==> src/rtl/mips_pkg.sv <==
// Shared MIPS pipeline definitions: opcodes, ALUOp classes, control-field layout
// and the main control decoder used by the ID stage.
package mips_pkg;

  localparam logic [5:0] OP_RTYPE = 6'h00;
  localparam logic [5:0] OP_BEQ   = 6'h04;
  localparam logic [5:0] OP_LW    = 6'h23;
  localparam logic [5:0] OP_SW    = 6'h2B;

  localparam logic [1:0] ALUOP_ADD   = 2'b00;
  localparam logic [1:0] ALUOP_SUB   = 2'b01;
  localparam logic [1:0] ALUOP_FUNCT = 2'b10;

  // wb_ctl = {RegWrite, MemtoReg}, m_ctl = {Branch, MemRead, MemWrite}
  localparam int WB_REGWRITE = 1;
  localparam int WB_MEMTOREG = 0;
  localparam int M_BRANCH    = 2;
  localparam int M_MEMREAD   = 1;
  localparam int M_MEMWRITE  = 0;

  typedef struct packed {
    logic [1:0] wb;
    logic [2:0] m;
    logic       regdst;
    logic [1:0] aluop;
    logic       alusrc;
  } ctl_t;

  // Unrecognised opcodes fall through to an all-zero bubble.
  function automatic ctl_t decode_ctl(input logic [5:0] op);
    ctl_t c;
    c = '0;
    case (op)
      OP_RTYPE: begin
        c.regdst          = 1'b1;
        c.aluop           = ALUOP_FUNCT;
        c.wb[WB_REGWRITE] = 1'b1;
      end
      OP_LW: begin
        c.alusrc          = 1'b1;
        c.aluop           = ALUOP_ADD;
        c.m[M_MEMREAD]    = 1'b1;
        c.wb[WB_REGWRITE] = 1'b1;
        c.wb[WB_MEMTOREG] = 1'b1;
      end
      OP_SW: begin
        c.alusrc          = 1'b1;
        c.aluop           = ALUOP_ADD;
        c.m[M_MEMWRITE]   = 1'b1;
      end
      OP_BEQ: begin
        c.aluop           = ALUOP_SUB;
        c.m[M_BRANCH]     = 1'b1;
      end
      default: c = '0;
    endcase
    return c;
  endfunction

endpackage

==> src/rtl/idecode_if.sv <==
// IF/ID and MEM/WB inputs plus the ID/EX latch outputs of the decode stage.
interface idecode_if #(
  parameter int DATA_W = 32,
  parameter int REG_AW = 5
);
  logic [DATA_W-1:0] IF_ID_instr;
  logic [DATA_W-1:0] IF_ID_npc;
  logic              EX_MEM_PCSrc;
  logic              MEM_WB_RegWrite;
  logic [REG_AW-1:0] MEM_WB_rd;
  logic [DATA_W-1:0] MEM_WB_wdata;

  logic [1:0]        ID_EX_wb_ctl;
  logic [2:0]        ID_EX_m_ctl;
  logic              ID_EX_RegDst;
  logic [1:0]        ID_EX_ALUOp;
  logic              ID_EX_ALUSrc;
  logic [DATA_W-1:0] ID_EX_npc;
  logic [DATA_W-1:0] ID_EX_rdata1;
  logic [DATA_W-1:0] ID_EX_rdata2;
  logic [DATA_W-1:0] ID_EX_sext;
  logic [REG_AW-1:0] ID_EX_rt;
  logic [REG_AW-1:0] ID_EX_rd;

  modport master (
    output IF_ID_instr, IF_ID_npc, EX_MEM_PCSrc, MEM_WB_RegWrite, MEM_WB_rd, MEM_WB_wdata,
    input  ID_EX_wb_ctl, ID_EX_m_ctl, ID_EX_RegDst, ID_EX_ALUOp, ID_EX_ALUSrc,
           ID_EX_npc, ID_EX_rdata1, ID_EX_rdata2, ID_EX_sext, ID_EX_rt, ID_EX_rd
  );

  modport slave (
    input  IF_ID_instr, IF_ID_npc, EX_MEM_PCSrc, MEM_WB_RegWrite, MEM_WB_rd, MEM_WB_wdata,
    output ID_EX_wb_ctl, ID_EX_m_ctl, ID_EX_RegDst, ID_EX_ALUOp, ID_EX_ALUSrc,
           ID_EX_npc, ID_EX_rdata1, ID_EX_rdata2, ID_EX_sext, ID_EX_rt, ID_EX_rd
  );
endinterface

==> src/rtl/regfile.sv <==
// 2-read / 1-write register file with $0 hardwired to zero and write-through
// bypass so a same-cycle writeback is visible on the read ports.
module regfile #(
  parameter int DATA_W = 32,
  parameter int REG_AW = 5
) (
  input  logic              clk,
  input  logic              rst,
  input  logic [REG_AW-1:0] raddr1_i,
  input  logic [REG_AW-1:0] raddr2_i,
  output logic [DATA_W-1:0] rdata1_o,
  output logic [DATA_W-1:0] rdata2_o,
  input  logic              we_i,
  input  logic [REG_AW-1:0] waddr_i,
  input  logic [DATA_W-1:0] wdata_i
);
  localparam int NREG = 1 << REG_AW;

  logic [DATA_W-1:0] regs_q [NREG];
  logic              wr_en;

  assign wr_en = we_i && (waddr_i != '0);

  always_ff @(posedge clk) begin
    if (rst) begin
      for (int i = 0; i < NREG; i++) regs_q[i] <= '0;
    end else if (wr_en) begin
      regs_q[waddr_i] <= wdata_i;
    end
  end

  always_comb begin
    rdata1_o = '0;
    rdata2_o = '0;
    if (raddr1_i != '0) rdata1_o = (wr_en && waddr_i == raddr1_i) ? wdata_i : regs_q[raddr1_i];
    if (raddr2_i != '0) rdata2_o = (wr_en && waddr_i == raddr2_i) ? wdata_i : regs_q[raddr2_i];
  end

endmodule

==> src/rtl/idecode.sv <==
// MIPS instruction-decode stage: control decode, sign extend, register file
// and the ID/EX latch, with control squashed to a bubble on a taken branch.
module idecode
  import mips_pkg::*;
#(
  parameter int DATA_W = 32,
  parameter int REG_AW = 5
) (
  input logic       clk,
  input logic       rst,
  idecode_if.slave  bus
);
  logic [DATA_W-1:0] instr;
  logic [DATA_W-1:0] rd1, rd2;

  ctl_t              ctl_d,  ctl_q;
  logic [DATA_W-1:0] npc_d,  npc_q;
  logic [DATA_W-1:0] rd1_d,  rd1_q;
  logic [DATA_W-1:0] rd2_d,  rd2_q;
  logic [DATA_W-1:0] sext_d, sext_q;
  logic [REG_AW-1:0] rt_d,   rt_q;
  logic [REG_AW-1:0] rd_d,   rd_q;

  assign instr = bus.IF_ID_instr;

  regfile #(.DATA_W(DATA_W), .REG_AW(REG_AW)) u_rf (
    .clk      (clk),
    .rst      (rst),
    .raddr1_i (instr[25:21]),
    .raddr2_i (instr[20:16]),
    .rdata1_o (rd1),
    .rdata2_o (rd2),
    .we_i     (bus.MEM_WB_RegWrite),
    .waddr_i  (bus.MEM_WB_rd),
    .wdata_i  (bus.MEM_WB_wdata)
  );

  always_comb begin
    ctl_d  = decode_ctl(instr[31:26]);
    // Taken branch: only control is squashed, data still latches.
    if (bus.EX_MEM_PCSrc) ctl_d = '0;
    npc_d  = bus.IF_ID_npc;
    rd1_d  = rd1;
    rd2_d  = rd2;
    sext_d = {{(DATA_W-16){instr[15]}}, instr[15:0]};
    rt_d   = instr[20:16];
    rd_d   = instr[15:11];
  end

  always_ff @(posedge clk) begin
    if (rst) begin
      ctl_q  <= '0;
      npc_q  <= '0;
      rd1_q  <= '0;
      rd2_q  <= '0;
      sext_q <= '0;
      rt_q   <= '0;
      rd_q   <= '0;
    end else begin
      ctl_q  <= ctl_d;
      npc_q  <= npc_d;
      rd1_q  <= rd1_d;
      rd2_q  <= rd2_d;
      sext_q <= sext_d;
      rt_q   <= rt_d;
      rd_q   <= rd_d;
    end
  end

  assign bus.ID_EX_wb_ctl = ctl_q.wb;
  assign bus.ID_EX_m_ctl  = ctl_q.m;
  assign bus.ID_EX_RegDst = ctl_q.regdst;
  assign bus.ID_EX_ALUOp  = ctl_q.aluop;
  assign bus.ID_EX_ALUSrc = ctl_q.alusrc;
  assign bus.ID_EX_npc    = npc_q;
  assign bus.ID_EX_rdata1 = rd1_q;
  assign bus.ID_EX_rdata2 = rd2_q;
  assign bus.ID_EX_sext   = sext_q;
  assign bus.ID_EX_rt     = rt_q;
  assign bus.ID_EX_rd     = rd_q;

endmodule

==> src/flat_wrapper.sv <==
// flat-port wrapper written by rule: the top's interface ports become plain ports
module idecode_flat import mips_pkg::*;
#(
  parameter int DATA_W = 32,
  parameter int REG_AW = 5
)
  (clk, rst, bus_IF_ID_instr, bus_IF_ID_npc, bus_EX_MEM_PCSrc, bus_MEM_WB_RegWrite, bus_MEM_WB_rd, bus_MEM_WB_wdata, bus_ID_EX_wb_ctl, bus_ID_EX_m_ctl, bus_ID_EX_RegDst, bus_ID_EX_ALUOp, bus_ID_EX_ALUSrc, bus_ID_EX_npc, bus_ID_EX_rdata1, bus_ID_EX_rdata2, bus_ID_EX_sext, bus_ID_EX_rt, bus_ID_EX_rd);
  idecode_if #(.DATA_W(DATA_W), .REG_AW(REG_AW)) bus_i ();
  input logic clk;
  input logic rst;
  input wire logic [$bits(bus_i.IF_ID_instr)-1:0] bus_IF_ID_instr;
  input wire logic [$bits(bus_i.IF_ID_npc)-1:0] bus_IF_ID_npc;
  input wire logic [$bits(bus_i.EX_MEM_PCSrc)-1:0] bus_EX_MEM_PCSrc;
  input wire logic [$bits(bus_i.MEM_WB_RegWrite)-1:0] bus_MEM_WB_RegWrite;
  input wire logic [$bits(bus_i.MEM_WB_rd)-1:0] bus_MEM_WB_rd;
  input wire logic [$bits(bus_i.MEM_WB_wdata)-1:0] bus_MEM_WB_wdata;
  output wire logic [$bits(bus_i.ID_EX_wb_ctl)-1:0] bus_ID_EX_wb_ctl;
  output wire logic [$bits(bus_i.ID_EX_m_ctl)-1:0] bus_ID_EX_m_ctl;
  output wire logic [$bits(bus_i.ID_EX_RegDst)-1:0] bus_ID_EX_RegDst;
  output wire logic [$bits(bus_i.ID_EX_ALUOp)-1:0] bus_ID_EX_ALUOp;
  output wire logic [$bits(bus_i.ID_EX_ALUSrc)-1:0] bus_ID_EX_ALUSrc;
  output wire logic [$bits(bus_i.ID_EX_npc)-1:0] bus_ID_EX_npc;
  output wire logic [$bits(bus_i.ID_EX_rdata1)-1:0] bus_ID_EX_rdata1;
  output wire logic [$bits(bus_i.ID_EX_rdata2)-1:0] bus_ID_EX_rdata2;
  output wire logic [$bits(bus_i.ID_EX_sext)-1:0] bus_ID_EX_sext;
  output wire logic [$bits(bus_i.ID_EX_rt)-1:0] bus_ID_EX_rt;
  output wire logic [$bits(bus_i.ID_EX_rd)-1:0] bus_ID_EX_rd;
  assign bus_i.IF_ID_instr = bus_IF_ID_instr;
  assign bus_i.IF_ID_npc = bus_IF_ID_npc;
  assign bus_i.EX_MEM_PCSrc = bus_EX_MEM_PCSrc;
  assign bus_i.MEM_WB_RegWrite = bus_MEM_WB_RegWrite;
  assign bus_i.MEM_WB_rd = bus_MEM_WB_rd;
  assign bus_i.MEM_WB_wdata = bus_MEM_WB_wdata;
  assign bus_ID_EX_wb_ctl = bus_i.ID_EX_wb_ctl;
  assign bus_ID_EX_m_ctl = bus_i.ID_EX_m_ctl;
  assign bus_ID_EX_RegDst = bus_i.ID_EX_RegDst;
  assign bus_ID_EX_ALUOp = bus_i.ID_EX_ALUOp;
  assign bus_ID_EX_ALUSrc = bus_i.ID_EX_ALUSrc;
  assign bus_ID_EX_npc = bus_i.ID_EX_npc;
  assign bus_ID_EX_rdata1 = bus_i.ID_EX_rdata1;
  assign bus_ID_EX_rdata2 = bus_i.ID_EX_rdata2;
  assign bus_ID_EX_sext = bus_i.ID_EX_sext;
  assign bus_ID_EX_rt = bus_i.ID_EX_rt;
  assign bus_ID_EX_rd = bus_i.ID_EX_rd;
  idecode #(.DATA_W(DATA_W), .REG_AW(REG_AW)) u_core (.clk(clk), .rst(rst), .bus(bus_i));
endmodule
==> config.mk <==
export PLATFORM = sky130hd
export DESIGN_NAME = idecode_flat
export DESIGN_NICKNAME = d
export VERILOG_FILES = /design/src/rtl/mips_pkg.sv /design/src/rtl/idecode_if.sv /design/src/rtl/regfile.sv /design/src/rtl/idecode.sv /design/src/flat_wrapper.sv
export SDC_FILE = /design/constraint.sdc
export NUM_CORES = 2
export LEC_CHECK = 0
export ABC_CLOCK_PERIOD_IN_PS = 5140
export CORE_UTILIZATION = 50
export CTS_CLUSTER_DIAMETER = 80
export CTS_CLUSTER_SIZE = 30
export DETAILED_ROUTE_END_ITERATION = 16
export HOLD_SLACK_MARGIN = 0.02
export PLACE_DENSITY = 0.68
export RECOVER_POWER = 100
export SLEW_MARGIN = 20
export SYNTH_ARGS = -nofsm -noshare
export SYNTH_HDL_FRONTEND = slang
export SYNTH_SLANG_ARGS = --single-unit
==> constraint.sdc <==
create_clock -name clk -period 5.14 [get_ports clk]
set_input_delay 1.028 -clock clk [delete_from_list [all_inputs] [get_ports clk]]
set_output_delay 1.028 -clock clk [all_outputs]
set_load 0.01 [all_outputs]
==> results.md <==
* Routed WL at 193000 um
* Rows at 125
* Final Max Slew Viols at 284
* Multi-input combinational cell area at 23700 um^2
* Slowest Stage Delay on Critical Path at 1.73 ns
* Xor/xnor share of the synthesized area at 0.149%
* Routed Antenna Nets at 0
* Critical path type: input port to register
* Worst-path clk slew at 0.11 ns
* Crit Reg-Reg Endpoint: u_core.bus.ID_EX_rdata2[9]
* Yosys cell types at 41
* VDD IR max at 0.000270 V
* Fin util at 55.9%
* Routability cong. at 0.876
* Fin crit period at 4.32 ns
* Highest Clock Rate at 231 MHz
* CP max FO at 32
* Hold Crit Class: input port to register
* Final nets at 4215
* Die Y at 344 um
* Rel. slew slack at -59.5%
* Tot GR Track Use at 32.2%
* Layout cell share with drive strength beyond 1 at 16.7%
* Initial Util at 50.5%
* Post-Syn Instances at 4043
* Compound-Gate Fraction of Synth Area at 6.47%
* Main combinational cell family by area after synthesis: multiplexers
* Crit path launch type: input port
* GRT Residual Overflow at 0
* TritonCTS clock tree: done
* Endpoints failing setup at 0
* Final period util at 84.1%
* Hold_buf cts at 0
* Critical path launch point: bus_MEM_WB_rd[3]
* WL met1 at 70400 um
* Final hold violation count at 0
* Max clock buf depth at 3
* Total power at 19.4 mW
* Synth Register Bits at 1148
* Post-CTS setup buffer count at 0
* Worst Slack Setup Final at 0.820 ns
* Failing checks: capacitance limit, slew limit
* Routed len/inst at 33.9 um
* Via density at 6.71
* Cts bufs inserted at 55
* Register area share after synthesis at 56.7%
* R2r setup slk at 2.81 ns
* Worst clock skew at 0.0267 ns
* Post-synthesis mux area share at 20.2%
* WP data required at 5.72 ns
* Reg2Reg Launch Point: u_core.u_rf.regs_q[3][9]
* Crit path buffers/inverters at 3
* Worst hold path depth at 2
* Adder-Cell Fraction of Synth Area at 0%
* Max-Cap Viols at 13
* Met3 routed WL at 23100 um
* Iter 0 DRT Violations at 5226
* Largest net degree at the start of global routing at 97
* Slowest stage cell, crit path: clkbuf_1
* Sum Neg Setup Slack at 0 ns
* P_leak at 22.7 nW
* Syn. warnings at 0
* Avg Inst Size Synth at 14.5 um^2
* Cell area after synthesis at 58600 um^2
* DRC at 0
* Crit path DAT at 4.90 ns
* Die extent in x at 344 um
* Ys async rst share at 0%
* Pwr Density at 299 nW/um^2
* Synth Area in Simple Gates at 13.0%
* CP cell instances: dlygate4sd3_1 -> or3_1 -> nand3b_1 -> buf_4 -> nor2_4 -> clkbuf_1 -> and2_1
* Worst skew pair latency at 0.72 ns
* Reg2Reg Depth at 5
* RSZ-0062 raised after global routing: no
* Main synth FF type: edfxtp_1
* Max layer used: met5
* Initial DRT Pass Iterations at 7
* First-pass GRT wire length at 269000 um
* CP Capture Type: register
* Area growth syn-to-layout at 10.8%
* I/O pin cnt at 252
* # resized after CTS at 0
* Core footprint at 116000 um^2
* Fill cell count at 9085
* Initial antenna violation count at 18
* Post-synth EDFFs at 1024
* Vias in the first global route at 36.7k
* Status: complete, but fails checks
* Dpl hpwl at 116000 um
* # port buffers at 251
* CTS root buffer: clkbuf_16
* Reg area at 33200 um^2
* Slew @ Worst Pin at 2.39 ns
* H-tree depth at 2
* Die Footprint at 119000 um^2
* DR WL met2 at 90600 um
* Cell depth of the worst setup path at 7
* CP Capture Point: u_core.u_rf.regs_q[28][9]
* Worst slack, placed at 1.12 ns
* Family with the most delay on the worst path: buffers and inverters
* DR vias at 38.1k
* TritonCTS Sinks at 1148
## synthesized netlist by cell type (50+ instances only)
cell type  number  share of area, %
a22oi_1        64              0.82
nor2b_1       121               1.3
clkbuf_1      286               1.8
a211oi_1      128               1.6
mux2i_1       320               5.5
buf_2          86              0.73
buf_4          50              0.64
a221oi_1      128               1.9
and2_1        995                11
mux4_2        384                15
nor2_1         71              0.45
edfxtp_1     1024                52
dfxtp_1       124               4.2
## through the flow
step	instances	hold slack, ns	area [um^2]
after global placement	5577	0.816	63200
after global routing	5682	0.802	65000
final	5684	0.817	65000
after floorplan	4074	0.794	58800
after detailed placement	5577	0.835	63200
after CTS	5679	0.671	65200
## area by class of cell
| cell class | instances | area share, % |
|---|---|---|
| diodes | 5 | 0.0193 |
| multi-input cells | 2478 | 36.5 |
| clock buffers | 60 | 2.21 |
| well taps | 1524 | 2.93 |
| flip-flops and latches | 1148 | 51.1 |
| repair buffers | 425 | 6.33 |
| inverters | 2 | 0.0116 |
| clock inverters | 42 | 0.832 |
## cell families (layout without fill, tap and decap cells)
group	Yosys count	in the layout
mux	704	704
flops	1148	1148
simple gates	1247	1247
compound gates	485	485
buf+inv	448	529
xor+xnor	10	10
other cells	1	37
## sequential cells by signal (all words and copies together) (netlist names), 2 cells and up
signal,flops
u_core.bus.ID_EX_ALUOp,2
u_core.bus.ID_EX_sext,12
u_core.bus.ID_EX_rd,4
u_core.u_rf.regs_q,1024
u_core.bus.ID_EX_m_ctl,2
u_core.bus.ID_EX_rdata1,32
u_core.bus.ID_EX_rt,5
u_core.bus.ID_EX_npc,32
u_core.bus.ID_EX_rdata2,32
## layout by cell type (no fill, tap or decap), types with 5 or more instances in the layout
cell type,n
buf_2,6
o21bai_1,32
and2_1,697
mux2i_1,320
mux4_2,384
inv_6,7
a221o_1,32
clkbuf_16,57
a221oi_1,128
clkinvlp_4,6
or2_0,14
and2_0,298
edfxtp_1,1024
clkdlybuf4s50_1,67
dlygate4sd3_1,169
diode_2,5
buf_4,88
xnor2_1,10
nor2_4,27
buf_12,38
a211oi_1,128
a211o_1,32
clkbuf_2,21
a21oi_1,32
a22oi_1,64
o21ai_0,32
nor2b_1,119
nor2_1,44
inv_8,5
conb_1,32
nand3b_1,5
dfxtp_1,124
or2_2,17
clkbuf_1,33
## routing by layer
layer | vias to the layer above | global-route usage, %
li1 | 15500 | -
met1 | 19600 | 43.0
met2 | 2591 | 51.7
met3 | 449 | 6.76
met4 | 12 | 13.0
met5 | - | 0
## worst register-to-register path, cell delays in order, from the launching register on
cell and delay, ns:
edfxtp_1 0.39, mux4_2 0.46, nor2b_1 0.15, a211oi_1 0.81, a211oi_1 0.13, a211o_1 0.28
## worst min path at each step
| stage | start | endpoint | slack, ns |
|---|---|---|---|
| global route | bus_IF_ID_instr[16] | u_core.bus.ID_EX_rt[0] | 0.80 |
| global placement | u_core.u_rf.regs_q[28][15] | u_core.bus.ID_EX_rdata1[15] | 0.82 |
| CTS | rst | u_core.bus.ID_EX_npc[6] | 0.67 |
| detailed placement | u_core.u_rf.regs_q[28][15] | u_core.bus.ID_EX_rdata1[15] | 0.83 |
| floorplan | u_core.u_rf.regs_q[14][22] | u_core.bus.ID_EX_rdata1[22] | 0.79 |
| finish | bus_IF_ID_instr[16] | u_core.bus.ID_EX_rt[0] | 0.82 |
## power breakdown
group / switching [mW] / leakage, nW / internal, mW / total, mW
clock: 3.36 / 0.948 / 2.41 / 5.77
sequential: 0.305 / 10.8 / 10.7 / 11.0
combinational: 1.55 / 11.0 / 1.14 / 2.69
total: 5.21 / 22.7 / 14.2 / 19.4
Power figures use the tool's default switching activity.
